[config.mk]
export PLATFORM = sky130hd
export DESIGN_NAME = task1_rom
export DESIGN_NICKNAME = d
export VERILOG_FILES = /design/src/rtl/task1_rom_pkg.sv /design/src/rtl/task1_rom.sv
export SDC_FILE = /design/constraint.sdc
export NUM_CORES = 1
export LEC_CHECK = 0
export BUFFER_PORTS_ARGS = -buffer_cell sky130_fd_sc_hd__buf_2
export CAP_MARGIN = 20
export CORE_AREA = 2 2 39 41
export DETAILED_ROUTE_END_ITERATION = 16
export DIE_AREA = 0 0 41 43
export GPL_TIMING_DRIVEN = 0
export SLEW_MARGIN = 40
export SYNTH_ARGS = -nofsm -noshare
export SYNTH_HDL_FRONTEND = slang
export SYNTH_SLANG_ARGS = --single-unit
export TNS_END_PERCENT = 1
[constraint.sdc]
create_clock -name clk -period 2 [get_ports clk]
set_clock_uncertainty 0.2 [all_clocks]
set_input_delay 0.1 -clock clk [delete_from_list [all_inputs] [get_ports clk]]
set_output_delay 0.1 -clock clk [all_outputs]
set_load 0.1 [all_outputs]
[src/rtl/task1_rom_pkg.sv]
// ---------------------------------------------------------------------------
// task1_rom_pkg
// Shared constants for the task-1 program ROM:
//   - word width, address width and depth of the program memory
//   - named instruction words (NOP, HALT) and the program length
//   - register field codes (t0, t1, s0, s1)
//   - program_word(): the constant contents lookup, one word per address
// ---------------------------------------------------------------------------
package task1_rom_pkg;

   localparam int WORD_W   = 10;
   localparam int ADDR_W   = 10;
   localparam int DEPTH    = 1024;
   localparam int PROG_LEN = 10;

   localparam logic [WORD_W-1:0] NOP  = 10'b0000000000;
   localparam logic [WORD_W-1:0] HALT = 10'b0010000010;

   typedef enum logic [1:0] {
      REG_T0 = 2'b00,
      REG_T1 = 2'b01,
      REG_S0 = 2'b10,
      REG_S1 = 2'b11
   } reg_code_t;

   // Program f = x + y with x at RAM[0], y at RAM[1], result to RAM[2].
   localparam logic [WORD_W-1:0] I_SUB_T0_T0_T0 = 10'b0000000001;
   localparam logic [WORD_W-1:0] I_LOAD_S0_0_S0 = 10'b1101010000;
   localparam logic [WORD_W-1:0] I_LOAD_T1_0_S0 = 10'b1101001000;
   localparam logic [WORD_W-1:0] I_LOAD_S1_1_S0 = 10'b1101011001;
   localparam logic [WORD_W-1:0] I_ADD_T1_S1_T1 = 10'b0001101000;
   localparam logic [WORD_W-1:0] I_STORE_T1_2S0 = 10'b1111001010;

   // Constant contents of the whole memory. Everything past the program
   // reads as NOP, so every one of the 1024 addresses is defined.
   function automatic logic [WORD_W-1:0] program_word(input logic [ADDR_W-1:0] addr);
      logic [WORD_W-1:0] word;
      word = NOP;
      case (addr)
         10'd0:   word = I_SUB_T0_T0_T0;  // sub t0,t0,t0 (clear t0)
         10'd1:   word = I_LOAD_S0_0_S0;  // load s0,0(s0)
         10'd2:   word = NOP;             // load-use delay slot
         10'd3:   word = I_LOAD_T1_0_S0;  // load t1,0(s0)  -> x
         10'd4:   word = I_LOAD_S1_1_S0;  // load s1,1(s0)  -> y
         10'd5:   word = NOP;             // load-use delay slot
         10'd6:   word = I_ADD_T1_S1_T1;  // add t1,s1,t1
         10'd7:   word = I_STORE_T1_2S0;  // store t1,2(s0) -> f
         10'd8:   word = NOP;
         10'd9:   word = HALT;
         default: word = NOP;
      endcase
      return word;
   endfunction

endpackage

[src/rtl/task1_rom.sv]
// ---------------------------------------------------------------------------
// task1_rom
// Read-only 1024 x 10-bit program memory holding the task-1 program.
// One-cycle registered read; no write path.
// Ports:
//   clk        in   1   single clock, rising edge
//   reset      in   1   synchronous, active-high; clears read_data
//   address    in  10   instruction word address (all values valid)
//   read_data  out 10   registered instruction word
// ---------------------------------------------------------------------------
module task1_rom
   import task1_rom_pkg::*;
(
   input  logic              clk,
   input  logic              reset,
   input  logic [ADDR_W-1:0] address,
   output logic [WORD_W-1:0] read_data
);

   logic [WORD_W-1:0] read_data_next;

   // Contents are a pure function of the address, so they exist from time
   // zero and are unaffected by reset.
   always_comb begin
      read_data_next = program_word(address);
   end

   // Reset wins over the read at the same edge.
   always_ff @(posedge clk) begin
      if (reset) begin
         read_data <= '0;
      end else begin
         read_data <= read_data_next;
      end
   end

endmodule

Word level (Yosys, flattened, before mapping)
Memories as Yosys holds them, arrays and structs flattened. A register that Yosys moved wholly into a read port is not among the register bits.
Cells that the tools add are included.
{"block": "op_classes", "bitwise_logic": 1, "n_reduce_logical": 2}
{"op": "logical NOT 6 bit", "count": 1}
{"op": "OR reduction 2 bit", "count": 1}
{"op": "NOT 1 bit", "count": 1}
{"block": "word_totals", "n_memories": 1, "inputBits": 12, "elab_cells": 5, "mem_bits_ro": 144, "ff_bits": 10}
{"memory": "(name not given)", "depth": 16, "width": 9, "read_ports": 1, "rd_ports_with_merged_regs": 1, "wr": 0, "line": "task1_rom_pkg.sv:39", "text": "case (addr)"}

Logic depth before layout (Yosys ltp)
{"block": "depth", "word_depth": 3, "depth_mapped": 4, "ltp_nobuf": 4}

Least setup slack after synthesis
No wires, ideal clock.
{"block": "synth_path", "kind": "register -> output", "start": "register read_data[7]", "end": "output port read_data[7]", "required_time_ns": 1.700, "slack_ns": 0.344, "stages_incl_launch_ff": 2, "arrival_time_ns": 1.356, "path_buffers": 1, "cell_sequence": "dfxtp_1 > buf_4"}
{"item": "from (decl)", "line": "task1_rom.sv:17", "text": "output logic [WORD_W-1:0] read_data"}
No word-level cell between the ends.

Worst setup path in the final report
{"block": "layout_path", "start": "input port address[9]", "end": "register read_data[7]"}
{"block": "layout_via", "elab_chain_cells": 3}
{"item": "from (decl)", "line": "task1_rom.sv:16", "text": "input logic [ADDR_W-1:0] address,"}
{"item": "logical NOT 6 bit", "line": "task1_rom_pkg.sv:39"}
{"item": "NOT 1 bit (no source line)"}
{"item": "OR reduction 2 bit (no source line)"}
No other way between the ends.
A chain may end at the register's enable or synchronous reset.

==> results by stage <==
Routing:
- The routed wirelength normalized by instance count is 9.21 um.
- In this run the remaining antenna-violating nets after routing total 0.
- The DRC violations left is 0.
- Detailed routing inserted a total of 347 vias.
- Before antenna repair, the detailed router went through 3 iterations.
- The iteration-0 DRC count of the detailed router is 3.
- The vias per cell is 4.28.
- For this block, the routed nets add up to 746 um of wire.

Final layout:
- In the final layout, the registers with the most flip-flops are read_data (7).
- 0 antenna diodes ended up in the layout.
- In the final layout, the share of cells above drive strength 1 is 44.6%.
- The synthesis-to-layout area growth is 51.3%.
- Cells fill 40.8% of the core in the end.
- The register bank with the most flops is read_data.
- The number of nets in the layout is 82.
- The register with the most flip-flops in the layout has 7 of them.
- After routing the design area is 564 um2.

Power:
- The peak supply drop is 0.000139 V.
- The power per unit of standard cell area is 564 nW/um2.
- The total power is 0.318 mW.
- The analysis attributes to cell leakage a power of 0.276 nW.

Die:
- The initial utilization of the core area, before any placement, comes to 26.9%.
- The count of pins on the block boundary is 22.
- Row generation in the floorplan step produced 14 rows.
- The core region is 1380 um2.
- The die covers 1760 um2.
- The die is 41 um wide.
- The height of the die is 43 um.

Job:
- The number of violations of the max-capacitance limit is 0.

Timing:
- Setup repair after global routing left no endpoint under its margin.
- The number of hold-slack violations in the final timing report is 0.
- The final count of pins violating max slew is 0.
- Setup violations remaining at the end of the flow were counted as 0.
- The final period demand of the worst path is 1.80 ns.
- The part of the cycle the worst path needs is 90.2%.
- Derived from the worst setup path, the maximum achievable clock frequency is 0.555 GHz.
- The post-route setup TNS is 0 ns.

Global route:
- Global routing used 11.7% of the available tracks across all layers.
- Global routing finished with a remaining overflow of 0.
- The pin count of the biggest net entering global routing is 9.
- The number of global-route vias before repair is 328.
- The initial antenna violation count is 0.
- The first global-routing pass estimated 1.28 mm of wire.

Logic synthesis:
- In this run the cell area of the synthesized design comes to 373 um2.
- In the synthesized netlist, the cells that appear most often are dfxtp_1, ha_1, buf_4, inv_1, nor3_1.
- After synthesis, flip-flops and latches occupy 37.6% of the total area.
- The post-synthesis cell type count is 18.
- In the post-synthesis netlist, the cell with the most instances is dfxtp_1.
- The mean post-synth cell area is 10.1 um2.
- After synthesis, the largest area contributor takes up 37.6% of total cell area.
- The number of nets handed over by synthesis was 53.
- Counting flops with an async set or reset pin after synthesis yields a share of 0%.
- The number of flops mapped to enable cells by yosys is 0.
- During synthesis, Yosys emitted a total of 0 warnings.
- Counting flops and latches in the post-synthesis netlist gives 7.
- The most used flip-flop cell after synthesis is dfxtp_1.
- The number of instances in the synthesized netlist is 37.
- Sorting the synthesized cells by area gives the leading types as dfxtp_1, ha_1, a2111oi_2.
- The cell accounting for the most synthesized area is dfxtp_1.

Clocking:
- The number of CTS-inserted buffers is 3.
- The cell sitting at the root of the clock tree is a clkbuf_4.
- CTS built an H-tree with a depth of 1.
- The number of buffers inserted to repair setup after CTS is 0.
- The clock net in this run drives a total of 7 sinks.
- The clock transition at the registers of the reported paths is 0.05 ns.
- The CTS tree is done.
- The deepest clock path buffer count is 2.

Placement:
- Buffers placed on the I/O ports in this run total 19.
- The final estimated routing congestion in global placement is 0.647.
- Summing all placed instances gives a cell area of 488 um2.
- Detailed placement finished with a half-perimeter wire length of 580 um.

Worst setup path:
- The highest net fanout along the worst path is 2.
- The kind of critical path is in -> reg.
- STA classifies the critical path endpoint as a flip-flop.
- The critical path launch point type is an input port.
- For the worst setup path, the data arrival time is 1.77 ns.
- Data on the critical path is required at its endpoint by 1.97 ns.

Worst hold path:
- The number of cells on the worst hold path is 3.
- The path type of the worst min-delay path is in -> reg.

Outcome:
- The flow ran to the end, and the final reports show no timing, DRC or antenna violations.
-- area by class of cell --
type | count | area (um2)
plain buffers | 6 | 41.3
clock buffers | 4 | 26.3
fillers | 151 | 820
inverters | 3 | 11.3
multi-input cells | 21 | 180
flip-flops and latches | 7 | 140
well taps | 16 | 20.0
repair buffers | 24 | 145
-- report_power, final --
group | total (mW) | leakage [nW] | internal, mW | switching [mW]
Clock | 0.126 | 0.0150 | 0.0760 | 0.0496
Combinational | 0.0529 | 0.205 | 0.0236 | 0.0293
Sequential | 0.140 | 0.0564 | 0.140 | 0.0000557
-- cells by family (layout without fill, tap and decap cells) --
kind of cell,after synthesis,in the layout,share of synthesized area (%)
buffers and inverters,9,37,14.1
and+or+nand+nor,11,11,18.5
muxes,2,2,5.37
adders and majority gates,4,4,13.4
other,1,1,1.01
DFF,7,7,37.6
AOI/OAI and AO/OA,3,3,10.1
-- per-stage QoR --
step | cells | hold slack, ns | worst slack [ns]
floorplan | 37 | -0.0245 | 0.344
global placement | 72 | 0.160 | 0.487
detailed placement | 72 | 0.168 | 0.459
CTS | 81 | 0.0298 | 0.206
global route | 81 | 0.0315 | 0.141
finish | 81 | 0.0371 | 0.197
-- worst max-delay path: stages --
cell and delay (ns):
dlygate4sd3_1 0.54, buf_2 0.12, or3_1 0.29, dlygate4sd3_1 0.56, a211oi_1 0.16
-- layout by cell type (no fill, tap or decap), drive strengths merged, types with 2 or more instances in the layout --
cell type,instances
buf,23
dfxtp,7
clkbuf,6
dlygate4sd3,5
ha,4
inv,3
nor3,3
a2111oi,2
mux2i,2
nand3b,2
or4,2
-- what timing repair did --
action	4_1_cts	5_1_grt
endpoints found under the setup margin	0	0
resized for setup	0	0
hold buffers	5	0
hold endpoints to repair	3	0
-- worst paths after layout --
check / startpoint / end / slack (ns)
setup / recovery: address[9] / read_data[7] / 0.20
hold / removal: address[2] / read_data[5] / 0.04
-- layer usage --
layer	wire length (um)	GRT usage, %	vias up
met4	16	14.0	0
met2	376	18.1	16
met1	285	10.2	146
li1	-	-	183
met3	68	3.14	2
met5	0	0	-
Note: power is estimated with default switching activity, not from simulation.
